`config.mk`:
```
export PLATFORM = sky130hd
export DESIGN_NAME = button_tick_array
export DESIGN_NICKNAME = d
export VERILOG_FILES = /design/src/rtl/button_tick_array.sv
export SDC_FILE = /design/constraint.sdc
export NUM_CORES = 1
export LEC_CHECK = 0
export ABC_AREA = 1
export CAP_MARGIN = 20
export CORE_UTILIZATION = 30
export DETAILED_ROUTE_END_ITERATION = 7
export PLACE_DENSITY = 0.43
export SLEW_MARGIN = 15
export SYNTH_ARGS = -nofsm -noshare
export SYNTH_HDL_FRONTEND = slang
export SYNTH_SLANG_ARGS = --single-unit
```
`constraint.sdc`:
```
create_clock -name i_CLK -period 1.4 [get_ports i_CLK]
set_input_delay 0.21 -clock i_CLK [delete_from_list [all_inputs] [get_ports i_CLK]]
set_output_delay 0.21 -clock i_CLK [all_outputs]
set_load 0.05 [all_outputs]
```
`src/rtl/button_tick_array.sv`:
```
// Multi-channel button front end: per-channel 2-flop synchroniser, debounce,
// press-tick generation and optional typematic auto-repeat.
module button_tick_array #(
  parameter int N_BTN           = 4,
  parameter int DEBOUNCE_CYCLES = 4,
  parameter int REPEAT_DELAY    = 20,
  parameter int REPEAT_PERIOD   = 8
) (
  input  logic             i_CLK,
  input  logic             i_RST,
  input  logic [N_BTN-1:0] i_BTN,
  input  logic [N_BTN-1:0] i_REPEAT_EN,
  output logic [N_BTN-1:0] o_TICK,
  output logic [N_BTN-1:0] o_LEVEL,
  output logic             o_TICK_ANY
);

  localparam int RP_MAX = (REPEAT_DELAY > REPEAT_PERIOD) ? REPEAT_DELAY : REPEAT_PERIOD;
  localparam int DB_W   = $clog2(DEBOUNCE_CYCLES + 1);
  localparam int RP_W   = $clog2(RP_MAX + 1);

  localparam logic [DB_W-1:0] DB_LAST   = DB_W'(DEBOUNCE_CYCLES - 1);
  localparam logic [RP_W-1:0] RP_DELAY  = RP_W'(REPEAT_DELAY);
  localparam logic [RP_W-1:0] RP_PERIOD = RP_W'(REPEAT_PERIOD);

  typedef enum logic [1:0] {
    S_RELEASED,
    S_PRESS_PEND,
    S_HELD,
    S_RELEASE_PEND
  } state_t;

  logic [N_BTN-1:0] tick_vec_d;
  logic             tick_any_d;
  logic             tick_any_q;

  genvar gi;
  generate
    for (gi = 0; gi < N_BTN; gi++) begin : g_chan
      logic [1:0]      sync_q, sync_d;
      logic            sync;
      logic            mismatch;
      logic            settle;
      logic [DB_W-1:0] db_cnt_q, db_cnt_d;
      logic            level_q, level_d;
      logic            tick_q, tick_d;
      state_t          state_q, state_d;
      logic [RP_W-1:0] rp_cnt_q, rp_cnt_d;
      logic [RP_W-1:0] rp_target;
      logic            phase_q, phase_d;

      always_comb begin
        sync_d    = {sync_q[0], i_BTN[gi]};
        sync      = sync_q[1];
        mismatch  = (sync != level_q);
        settle    = mismatch && (db_cnt_q == DB_LAST);
        db_cnt_d  = '0;
        if (mismatch && !settle) begin
          db_cnt_d = db_cnt_q + DB_W'(1);
        end
        level_d   = level_q ^ settle;
        state_d   = state_q;
        tick_d    = 1'b0;
        rp_cnt_d  = rp_cnt_q;
        phase_d   = phase_q;
        rp_target = phase_q ? RP_PERIOD : RP_DELAY;

        case (state_q)
          S_RELEASED, S_PRESS_PEND: begin
            if (settle) begin
              state_d  = S_HELD;
              tick_d   = 1'b1;
              rp_cnt_d = '0;
              phase_d  = 1'b0;
            end else begin
              state_d = sync ? S_PRESS_PEND : S_RELEASED;
            end
          end
          S_HELD, S_RELEASE_PEND: begin
            if (settle) begin
              state_d  = S_RELEASED;
              rp_cnt_d = '0;
              phase_d  = 1'b0;
            end else begin
              state_d = sync ? S_HELD : S_RELEASE_PEND;
              if (state_q == S_HELD && i_REPEAT_EN[gi]) begin
                // Hold one cycle at the threshold if a tick just fired, so
                // a period of 1 still leaves a low cycle between ticks.
                if (rp_cnt_q + RP_W'(1) == rp_target) begin
                  if (!tick_q) begin
                    tick_d   = 1'b1;
                    rp_cnt_d = '0;
                    phase_d  = 1'b1;
                  end
                end else begin
                  rp_cnt_d = rp_cnt_q + RP_W'(1);
                end
              end
            end
          end
          default: state_d = S_RELEASED;
        endcase
      end

      always_ff @(posedge i_CLK) begin
        if (i_RST) begin
          sync_q   <= '0;
          db_cnt_q <= '0;
          level_q  <= 1'b0;
          tick_q   <= 1'b0;
          state_q  <= S_RELEASED;
          rp_cnt_q <= '0;
          phase_q  <= 1'b0;
        end else begin
          sync_q   <= sync_d;
          db_cnt_q <= db_cnt_d;
          level_q  <= level_d;
          tick_q   <= tick_d;
          state_q  <= state_d;
          rp_cnt_q <= rp_cnt_d;
          phase_q  <= phase_d;
        end
      end

      assign tick_vec_d[gi] = tick_d;
      assign o_TICK[gi]     = tick_q;
      assign o_LEVEL[gi]    = level_q;
    end
  endgenerate

  always_comb begin
    tick_any_d = |tick_vec_d;
  end

  always_ff @(posedge i_CLK) begin
    if (i_RST) begin
      tick_any_q <= 1'b0;
    end else begin
      tick_any_q <= tick_any_d;
    end
  end

  assign o_TICK_ANY = tick_any_q;

endmodule
```
==> results.sh, run 1 <==
export IMPL_crit_chain="ha_4, inv_2, nand2_2, a21boi_2, nand3_2, nand2_2, nand2_4, nand2_4, nand2_4, o21ai_1, inv_1, nor2_1"
export IMPL_synth_net_count=471
export IMPL_synthCells=445
export IMPL_arrival_ps=1790
export IMPL_hpwlAfterDp_mm=4.81
export IMPL_slew_violations=0
export IMPL_yosysWarnings=0
export IMPL_cap_violations=0
export IMPL_layout_area_overhead_vs_synth_pct=50.2
export IMPL_drtPass1Iterations=4
export IMPL_cp_end_kind="flop"
export IMPL_die_h_um=106
export IMPL_clockBufferDepth=2
export IMPL_p_leak_nw=2.20
export IMPL_row_count=37
export IMPL_ios=19
export IMPL_syn_area_per_cell_um2=7.30
export IMPL_cts_root_buffer="clkbuf_8"
export IMPL_grt_total_usage=0.139
export IMPL_grt_pass1_vias=2840
export IMPL_yosysUniqueCellTypes=34
export IMPL_slowest_delay_ps=360
export IMPL_synth_top_cell_by_area="dfxtp_1"
export IMPL_finalSetupTns_ps=-1900
export IMPL_start_util=0.312
export IMPL_worstMarginPinSlew_ps=306
export IMPL_htreeDepth=3
export IMPL_coreArea_um2=10400
export IMPL_synth_area_um2=3250
export IMPL_final_cells=675
export IMPL_rsz0062_at_grt="yes"
export IMPL_min_period_ps=1530
export IMPL_setup_worst_path_start_class="flop"
export IMPL_p_per_area_nw_per_um2=642
export IMPL_clkSlewWorstSetupHoldPaths_ps=70
export IMPL_violations="setup timing"
export IMPL_vias=2966
export IMPL_drt_iter0_drc=68
export IMPL_cp_max_fo=5
export IMPL_fmax_ghz=0.655
export IMPL_drt_wirelength_per_cell_um=11.0
export IMPL_totalWireLength_mm=7.43
export IMPL_cts_sinks=61
export IMPL_grt_max_degree=23
export IMPL_vias_per_cell=4.39
export IMPL_cts_tree="done"
export IMPL_seq_area_frac_synth=0.376
export IMPL_hp_class="in2reg"
export IMPL_port_buffers=18
export IMPL_clock_latency_ps=330
export IMPL_finalHoldViolCount=0
export IMPL_cp_required_ps=1660
export IMPL_crit_slowest_cell="dfxtp_4"
export IMPL_dieArea_um2=11300
export IMPL_dieWidth_um=106
export IMPL_crit_buf_inv=2
export IMPL_grt_first_pass_wirelength_mm=12.5
export IMPL_remaining_drc_errors=0
export IMPL_yosysTopAreaCellShare=0.376
export IMPL_status="finished with violations"
export IMPL_finalClockSkew_ps=9.62
export IMPL_ir_drop_mv=0.342
export IMPL_antenna_cells=0
export IMPL_relSlewSlack=0.796
export IMPL_crit_top_cell="nand2_4"
export IMPL_holdWs_ps=392
export IMPL_crit_family="simple AND/OR/NAND/NOR gates"
export IMPL_fin_nets=562
export IMPL_layout_drive_gt1_share=0.468
export IMPL_finalPower_mw=3.14
export IMPL_ant_nets=0
export IMPL_yosys_top_cells_area="dfxtp_1, nand2_1, nor2_1, ha_1, nand3_1"
export IMPL_antenna_found_initial=0
export IMPL_grt_overflow_total=0
export IMPL_cts_hold_fix_buffers=0
export IMPL_gp_congestion=0.791
export IMPL_fin_ws_ps=-128
export IMPL_cts_buffers=9
export IMPL_dp_cells=633
export IMPL_setup_viol=24
export IMPL_synth_seq_cells=61
export IMPL_fin_crit_sh=1.09
export IMPL_path_class="reg2reg"
cells by family after synthesis:
| group | count (synthesis) | synth area share |
|---|---|---|
| fa+ha+maj | 16 | 0.0616 |
| xor+xnor | 5 | 0.0227 |
| compound gates | 39 | 0.0720 |
| buf+inv | 83 | 0.114 |
| flops | 61 | 0.376 |
| simple gates | 241 | 0.354 |
final timing paths:
check	from	to	slack [ps]	cells after the start
setup / recovery	g_chan[0].rp_cnt_q[0]$_SDFFE_PP0P_	g_chan[0].rp_cnt_q[2]$_SDFFE_PP0P_	-130	12
hold / removal	i_BTN[3]	g_chan[3].sync_q[0]$_SDFF_PP0_	390	3
setup reg to reg	g_chan[0].rp_cnt_q[0]$_SDFFE_PP0P_	g_chan[0].rp_cnt_q[2]$_SDFFE_PP0P_	-130	12
hold reg to reg	g_chan[0].sync_q[0]$_SDFF_PP0_	g_chan[0].sync_q[1]$_SDFF_PP0_	390	2
synth_stat cells:
cell,number
a21boi_1,2
a21oi_1,8
a21oi_2,1
a221oi_1,4
and2_4,1
buf_2,3
buf_4,10
buf_6,2
clkbuf_1,6
clkinv_1,3
dfxtp_1,61
ha_1,16
inv_1,53
inv_2,5
inv_4,1
nand2_1,78
nand2_2,20
nand2_4,11
nand3_1,40
nand3_2,1
nand3b_1,2
nand4_1,8
nor2_1,67
nor2_2,3
nor3_1,6
o21a_1,2
o21ai_0,8
o21ai_1,11
o21ai_2,2
o21bai_1,1
or2_1,3
or2_2,1
xor2_1,1
xor2_2,4
layout by cell type (no fill, tap or decap), drive strengths merged, types with 5 or more instances in the layout:
| master | count |
|---|---|
| a21oi | 9 |
| buf | 89 |
| clkbuf | 11 |
| clkdlybuf4s50 | 9 |
| clkinv | 5 |
| dfxtp | 61 |
| ha | 16 |
| inv | 60 |
| nand2 | 112 |
| nand3 | 41 |
| nand4 | 8 |
| nor2 | 70 |
| nor3 | 6 |
| o21ai | 21 |
| xor2 | 5 |
stage by stage:
stage | utilization | setup slack (ps) | cell area [um2]
finish | 0.469 | -128 | 4880
global route | 0.469 | -241 | 4880
CTS | 0.434 | -88.7 | 4520
detailed placement | 0.387 | -118 | 4040
global placement | 0.387 | -114 | 4040
floorplan | - | -26.4 | 3320
layout make-up:
| cell class | count | area (um2) |
|---|---|---|
| Timing Repair Buffer | 98 | 882 |
| Sequential cell | 61 | 1250 |
| Clock inverter | 3 | 15.0 |
| Inverter | 62 | 246 |
| Multi-Input combinational cell | 304 | 2180 |
| Clock buffer | 11 | 131 |
| Tap cell | 136 | 170 |
| Fill cell | 1057 | 5530 |
report_power, final:
group          internal, mW  switching (mW)
sequential             1.75          0.0106
clock                 0.615           0.650
combinational        0.0567          0.0597
metal layers:
| metal | global-route usage | part of all wire | vias to the layer above |
|---|---|---|---|
| met2 | 0.227 | 0.48 | 34 |
| met5 | 0 | 0 | - |
| met3 | 0.0294 | 0.023 | 9 |
| li1 | - | - | 1579 |
| met1 | 0.176 | 0.48 | 1344 |
| met4 | 0.0645 | 0.014 | 0 |
repair_timing:
item,4_1_cts,5_1_grt
buffers inserted,18,7
pin swaps,27,37
endpoints found under the setup margin,25,30
hold endpoints to repair,0,0
gates resized for setup,55,75
cloned,2,1
flip-flops by register name (all words and copies together), names as in the netlist, named ones only:
signal,cells
g_chan.sync_q,8
g_chan.state_q,8
g_chan.rp_cnt_q,20
g_chan.phase_q,4
g_chan.tick_q,4
o_TICK_ANY,1
g_chan.db_cnt_q,12
tightest hold or removal path, delay by kind of cell:
family | cells | cell delay (ps)
buf+inv | 2 | 440
simple gates | 1 | 30
(Power assumes the default switching activity.)
==> run 2: changes to the inputs <==
--- a/config.mk
+++ b/config.mk
@@ -9,6 +9,7 @@
 export CAP_MARGIN = 20
 export CORE_UTILIZATION = 30
 export DETAILED_ROUTE_END_ITERATION = 7
+export MAX_ROUTING_LAYER = met4
 export PLACE_DENSITY = 0.43
 export SLEW_MARGIN = 15
 export SYNTH_ARGS = -nofsm -noshare
==> run 2 against run 1 <==
Net effect:
- the run still ends with setup timing left
- first-iteration DRC count is 8.8% lower
- final cell count unchanged
- non-clock buffer count unchanged
- setup slack lost 2.1 ps
- largest power group unchanged
==> results.sh, run 2 (synthesized netlist as in run 1, its figures left out) <==
export IMPL_port_buffers=18
export IMPL_largest_reg_flops=20
export IMPL_drt_iter0_drc=62
export IMPL_layout_commonest_cell="buf_4"
export IMPL_finalClockSkew_ps=9.86
export IMPL_placedInstanceArea_um2=4040
export IMPL_whs_endpoint="g_chan[3].sync_q[0]$_SDFF_PP0_"
export IMPL_cts_tree="done"
export IMPL_setup_viol=24
export IMPL_hpwlAfterDp_mm=4.81
export IMPL_layout_drive_gt1_share=0.468
export IMPL_reg2reg_to="g_chan[0].rp_cnt_q[2]$_SDFFE_PP0P_"
export IMPL_place_ws_ps=-118
export IMPL_ir_drop_mv=0.342
export IMPL_gp_congestion=0.803
export IMPL_status="finished with violations"
export IMPL_cp_required_ps=1660
export IMPL_htreeDepth=3
export IMPL_worst_r2r_path_depth=12
export IMPL_cp_end_kind="flop"
export IMPL_cp_max_fo=5
export IMPL_fin_ws_ps=-130
export IMPL_ios=19
export IMPL_path_class="reg2reg"
export IMPL_coreArea_um2=10400
export IMPL_grt_overflow_total=0
export IMPL_setup_worst_path_start_class="flop"
export IMPL_die_h_um=106
export IMPL_start_util=0.312
export IMPL_relSlewSlack=0.796
export IMPL_clock_latency_ps=330
export IMPL_arrival_ps=1790
export IMPL_hp_class="in2reg"
export IMPL_antenna_found_initial=0
export IMPL_final_cell_mix="buf_4, nor2_1, inv_1, nand2_1, dfxtp_1"
export IMPL_p_per_area_nw_per_um2=643
export IMPL_r2r_slack_ps=-130
export IMPL_dieWidth_um=106
export IMPL_cts_root_buffer="clkbuf_8"
export IMPL_cap_violations=0
export IMPL_finalSetupTns_ps=-1900
export IMPL_grt_total_usage=0.144
export IMPL_ant_nets=0
export IMPL_holdWs_ps=391
export IMPL_layout_area_overhead_vs_synth_pct=50.2
export IMPL_remaining_drc_errors=0
export IMPL_vias=2973
export IMPL_p_leak_nw=2.20
export IMPL_regMostFlops="g_chan.rp_cnt_q"
export IMPL_clkSlewWorstSetupHoldPaths_ps=70
export IMPL_grt_max_degree=23
export IMPL_min_from="i_BTN[3]"
export IMPL_min_period_ps=1530
export IMPL_final_cells=675
export IMPL_drtPass1Iterations=4
export IMPL_dp_cells=633
export IMPL_slew_violations=0
export IMPL_cts_sinks=61
export IMPL_dieArea_um2=11300
export IMPL_vias_per_cell=4.40
export IMPL_n_fill_cell=1057
export IMPL_fin_crit_sh=1.09
export IMPL_violations="setup timing"
export IMPL_antenna_cells=0
export IMPL_drt_wirelength_per_cell_um=11.0
export IMPL_totalWireLength_mm=7.45
export IMPL_grt_first_pass_wirelength_mm=12.5
export IMPL_clockBufferDepth=2
export IMPL_reg_top3="g_chan.rp_cnt_q x20, g_chan.db_cnt_q x12"
export IMPL_cts_buffers=9
export IMPL_row_count=37
export IMPL_timing_rr_start="g_chan[0].rp_cnt_q[0]$_SDFFE_PP0P_"
export IMPL_fin_nets=562
export IMPL_min_path_cells=3
export IMPL_finalHoldViolCount=0
export IMPL_worstMarginPinSlew_ps=306
export IMPL_grt_pass1_vias=2831
export IMPL_fmax_ghz=0.654
export IMPL_design_area_um2=4880
export IMPL_rsz0062_at_grt="yes"
==> run 2: cell counts in the layout (fill, tap and decap cells not counted) <==
No cell type changed its count.
==> run 2: worst max-delay path by stage <==
stage                                  startpoint                                  to  slack [ps]  cells past startpoint
3_5_place_dp   g_chan[3].rp_cnt_q[1]$_SDFFE_PP0P_  g_chan[3].rp_cnt_q[0]$_SDFFE_PP0P_        -120                     10
2_1_floorplan  g_chan[2].rp_cnt_q[0]$_SDFFE_PP0P_  g_chan[2].rp_cnt_q[4]$_SDFFE_PP0P_         -30                     10
4_1_cts        g_chan[3].rp_cnt_q[0]$_SDFFE_PP0P_  g_chan[3].rp_cnt_q[0]$_SDFFE_PP0P_         -90                     11
3_3_place_gp   g_chan[3].rp_cnt_q[1]$_SDFFE_PP0P_  g_chan[3].rp_cnt_q[0]$_SDFFE_PP0P_        -110                     10
6_report       g_chan[0].rp_cnt_q[0]$_SDFFE_PP0P_  g_chan[0].rp_cnt_q[2]$_SDFFE_PP0P_        -130                     12
5_1_grt        g_chan[2].rp_cnt_q[1]$_SDFFE_PP0P_  g_chan[2].rp_cnt_q[1]$_SDFFE_PP0P_        -240                     11
==> run 2: cell type report <==
class | count | area (um2) | share of cell area
clock buffer | 11 | 131 | 0.0269
clock inverter | 3 | 15.0 | 0.00307
inverter | 62 | 246 | 0.0505
multi-input combinational | 304 | 2180 | 0.447
sequential | 61 | 1250 | 0.257
tap | 136 | 170 | 0.0348
timing repair buffer | 98 | 882 | 0.181
==> run 2: power by group <==
group / internal, mW / switching [mW]
Combinational: 0.0567 / 0.0596
Sequential: 1.75 / 0.0106
Clock: 0.615 / 0.652
Total: 2.42 / 0.723
==> run 2: per-layer routing <==
metal  vias to the layer above  global-route usage  routed length (um)
li1                       1579                   -                   -
met1                      1349               0.177                3610
met2                        36               0.227                3570
met3                         9              0.0288                 171
met4                         0              0.0645                  97
met5                         -                   -                   0
==> run 2: timing repair <==
item | in CTS | in global routing
cloned | 2 | 1
buffers inserted | 18 | 7
endpoints found under the setup margin | 25 | 30
pin swaps | 27 | 37
resized for setup | 55 | 75
hold buffers | 0 | 0
==> run 2: critical path, stage by stage, from the launching register on <==
cell and delay, ps:
dfxtp_4 360, ha_4 180, inv_2 50, nand2_2 60, a21boi_2 130, nand3_2 90, nand2_2 110, nand2_4 80
nand2_4 90, nand2_4 90, o21ai_1 90, inv_1 50, nor2_1 80
==> run 2: metrics by stage <==
stage	utilization	total power [mW]
final	0.469	3.14
after global routing	0.469	3.29
after CTS	0.434	3.20
after detailed placement	0.387	1.91
after global placement	0.387	1.91
after floorplan	-	1.85
==> run 3: changes to the inputs <==
--- a/config.mk
+++ b/config.mk
@@ -5,12 +5,12 @@
 export SDC_FILE = /design/constraint.sdc
 export NUM_CORES = 1
 export LEC_CHECK = 0
-export ABC_AREA = 1
 export CAP_MARGIN = 20
+export CORE_MARGIN = 4
 export CORE_UTILIZATION = 30
 export DETAILED_ROUTE_END_ITERATION = 7
 export MAX_ROUTING_LAYER = met4
-export PLACE_DENSITY = 0.43
+export PLACE_DENSITY = 0.44
 export SLEW_MARGIN = 15
 export SYNTH_ARGS = -nofsm -noshare
 export SYNTH_HDL_FRONTEND = slang
==> run 3 against run 2 <==
Net effect:
- global-route usage shrank 1.5 points
- synthesized cell count shrank 27%
- the flow still finishes with violations (setup timing)
- hold slack lost 110 ps
- critical endpoint is now g_chan[0].rp_cnt_q[1]$_SDFFE_PP0P_
- largest cell class unchanged
- register-to-register slack worse by 120 ps
- critical path type unchanged
==> results.sh, run 3 <==
export IMPL_cp_end_kind="flop"
export IMPL_fin_crit_sh=1.18
export IMPL_slowest_delay_ps=440
export IMPL_arrival_ps=1920
export IMPL_start_util=0.312
export IMPL_startpoint="g_chan[0].rp_cnt_q[4]$_SDFFE_PP0P_"
export IMPL_dieWidth_um=106
export IMPL_finalClockSkew_ps=6.82
export IMPL_rsz0062_at_grt="yes"
export IMPL_reg_top3="g_chan.rp_cnt_q x20, g_chan.db_cnt_q x12"
export IMPL_gp_congestion=0.881
export IMPL_finalHoldViolCount=0
export IMPL_p_leak_nw=1.83
export IMPL_synthArstFlopShare=0
export IMPL_cts_sinks=61
export IMPL_grt_overflow_total=0
export IMPL_crit_chain="xnor2_2, nand4_1, or3b_4, a21oi_4, buf_6, nand2_1, a21oi_1"
export IMPL_synth_common_cells="dfxtp_1, nor2_1, nand2_1"
export IMPL_layout_area_overhead_vs_synth_pct=64.5
export IMPL_seq_area_frac_synth=0.420
export IMPL_regMostFlops="g_chan.rp_cnt_q"
export IMPL_coreArea_um2=9330
export IMPL_crit_slowest_cell="or3b_4"
export IMPL_finalPower_mw=3.64
export IMPL_yosysTopAreaCellShare=0.420
export IMPL_relSlewSlack=0.747
export IMPL_drtPass1Iterations=4
export IMPL_fmax_ghz=0.604
export IMPL_die_h_um=106
export IMPL_synth_top_cell_by_area="dfxtp_1"
export IMPL_clock_latency_ps=330
export IMPL_fin_ws_ps=-254
export IMPL_vias_per_cell=4.73
export IMPL_worstMarginPinSlew_ps=378
export IMPL_holdWs_ps=281
export IMPL_hpwlAfterDp_mm=4.66
export IMPL_cp_max_fo=5
export IMPL_cts_root_buffer="clkbuf_8"
export IMPL_layout_commonest_cell="buf_4"
export IMPL_grt_total_usage=0.128
export IMPL_setup_worst_path_start_class="flop"
export IMPL_antenna_cells=0
export IMPL_synth_net_count=352
export IMPL_slew_violations=0
export IMPL_port_buffers=18
export IMPL_cts_tree="done"
export IMPL_ant_nets=0
export IMPL_grt_pass1_vias=2615
export IMPL_dp_cells=524
export IMPL_place_ws_ps=-346
export IMPL_grt_max_degree=27
export IMPL_yosys_top_cells_area="dfxtp_1, ha_1, nor2_1, nand2_1, a21oi_1"
export IMPL_htreeDepth=3
export IMPL_p_per_area_nw_per_um2=762
export IMPL_synth_main_ff_cell="dfxtp_1"
export IMPL_min_from="i_RST"
export IMPL_ios=19
export IMPL_cts_buffers=9
export IMPL_setup_viol=27
export IMPL_clockBufferDepth=2
export IMPL_yosysMostFrequentCell="dfxtp_1"
export IMPL_synth_seq_cells=61
export IMPL_timing_rr_start="g_chan[0].rp_cnt_q[4]$_SDFFE_PP0P_"
export IMPL_cts_hold_fix_buffers=0
export IMPL_crit_family="simple AND/OR/NAND/NOR gates"
export IMPL_yosysUniqueCellTypes=60
export IMPL_final_cells=555
export IMPL_antenna_found_initial=0
export IMPL_synthCells=326
export IMPL_syn_area_per_cell_um2=8.92
export IMPL_ir_drop_mv=0.389
export IMPL_synth_edf_count=0
export IMPL_largest_reg_flops=20
export IMPL_min_period_ps=1650
export IMPL_violations="setup timing"
export IMPL_yosysWarnings=0
export IMPL_cp_required_ps=1660
export IMPL_finalSetupTns_ps=-3490
export IMPL_dieArea_um2=11300
export IMPL_clkSlewWorstSetupHoldPaths_ps=70
export IMPL_hp_class="in2reg"
export IMPL_fin_nets=447
export IMPL_row_count=35
export IMPL_status="finished with violations"
export IMPL_final_cell_mix="buf_4, nor2_1, dfxtp_1, nand2_1"
export IMPL_cap_violations=0
export IMPL_synth_area_um2=2910
export IMPL_vias=2624
export IMPL_path_class="reg2reg"
export IMPL_drt_wirelength_per_cell_um=12.7
export IMPL_layout_drive_gt1_share=0.528
export IMPL_grt_first_pass_wirelength_mm=11.6
export IMPL_crit_buf_inv=1
export IMPL_totalWireLength_mm=7.08
export IMPL_drt_iter0_drc=73
export IMPL_remaining_drc_errors=0
-- run 3: what timing repair did --
| item | in CTS | in global routing |
|---|---|---|
| gates resized for setup | 58 | 48 |
| pin swaps | 43 | 36 |
| buffers inserted | 10 | 8 |
| setup endpoints to repair | 29 | 33 |
-- run 3: worst paths after layout --
check / slack, ps / cells past startpoint / to
max: -250 / 7 / g_chan[0].rp_cnt_q[1]$_SDFFE_PP0P_
min: 280 / 3 / g_chan[1].state_q[0]$_SDFF_PP0_
max reg2reg: -250 / 7 / g_chan[0].rp_cnt_q[1]$_SDFFE_PP0P_
min reg2reg: 400 / 1 / g_chan[1].db_cnt_q[0]$_SDFF_PP0_
-- run 3: where the power goes --
group,switching [mW],internal [mW],total [mW],leakage (nW)
Clock,0.689,1.09,1.78,0.116
Sequential,0.00811,1.73,1.74,0.508
Combinational,0.0550,0.0639,0.119,1.20
Total,0.752,2.89,3.64,1.83
-- run 3: worst min-delay path, delay by kind of cell --
kind,cells,cell delay (ps)
buffers and inverters,1,150
and+or+nand+nor,2,210
-- run 3: routing by layer --
| metal | up-vias | share of wire | GRT usage |
|---|---|---|---|
| li1 | 1320 | - | - |
| met1 | 1262 | 0.46 | 0.156 |
| met2 | 32 | 0.49 | 0.207 |
| met3 | 10 | 0.031 | 0.0328 |
| met4 | 0 | 0.015 | 0.0466 |
| met5 | - | 0 | - |
-- run 3: layout make-up --
class / instances / area [um2]
clock buffer: 12 / 155
clock inverter: 4 / 70.1
fill: 834 / 4540
inverter: 11 / 46.3
multi-input combinational: 233 / 2070
sequential: 61 / 1270
tap: 129 / 161
timing repair buffer: 105 / 1010
-- run 3: metrics by stage --
| step | utilization | area (um2) |
|---|---|---|
| floorplan | - | 3080 |
| global placement | 0.424 | 3960 |
| detailed placement | 0.424 | 3960 |
| CTS | 0.486 | 4540 |
| global route | 0.513 | 4780 |
| finish | 0.513 | 4780 |
-- run 3: cell families after synthesis --
group | after synthesis | share of synthesized area
flops | 61 | 0.420
simple gates | 142 | 0.259
buf+inv | 32 | 0.0542
mux | 8 | 0.0275
xor+xnor | 12 | 0.0361
fa+ha+maj | 16 | 0.0688
compound gates | 55 | 0.134
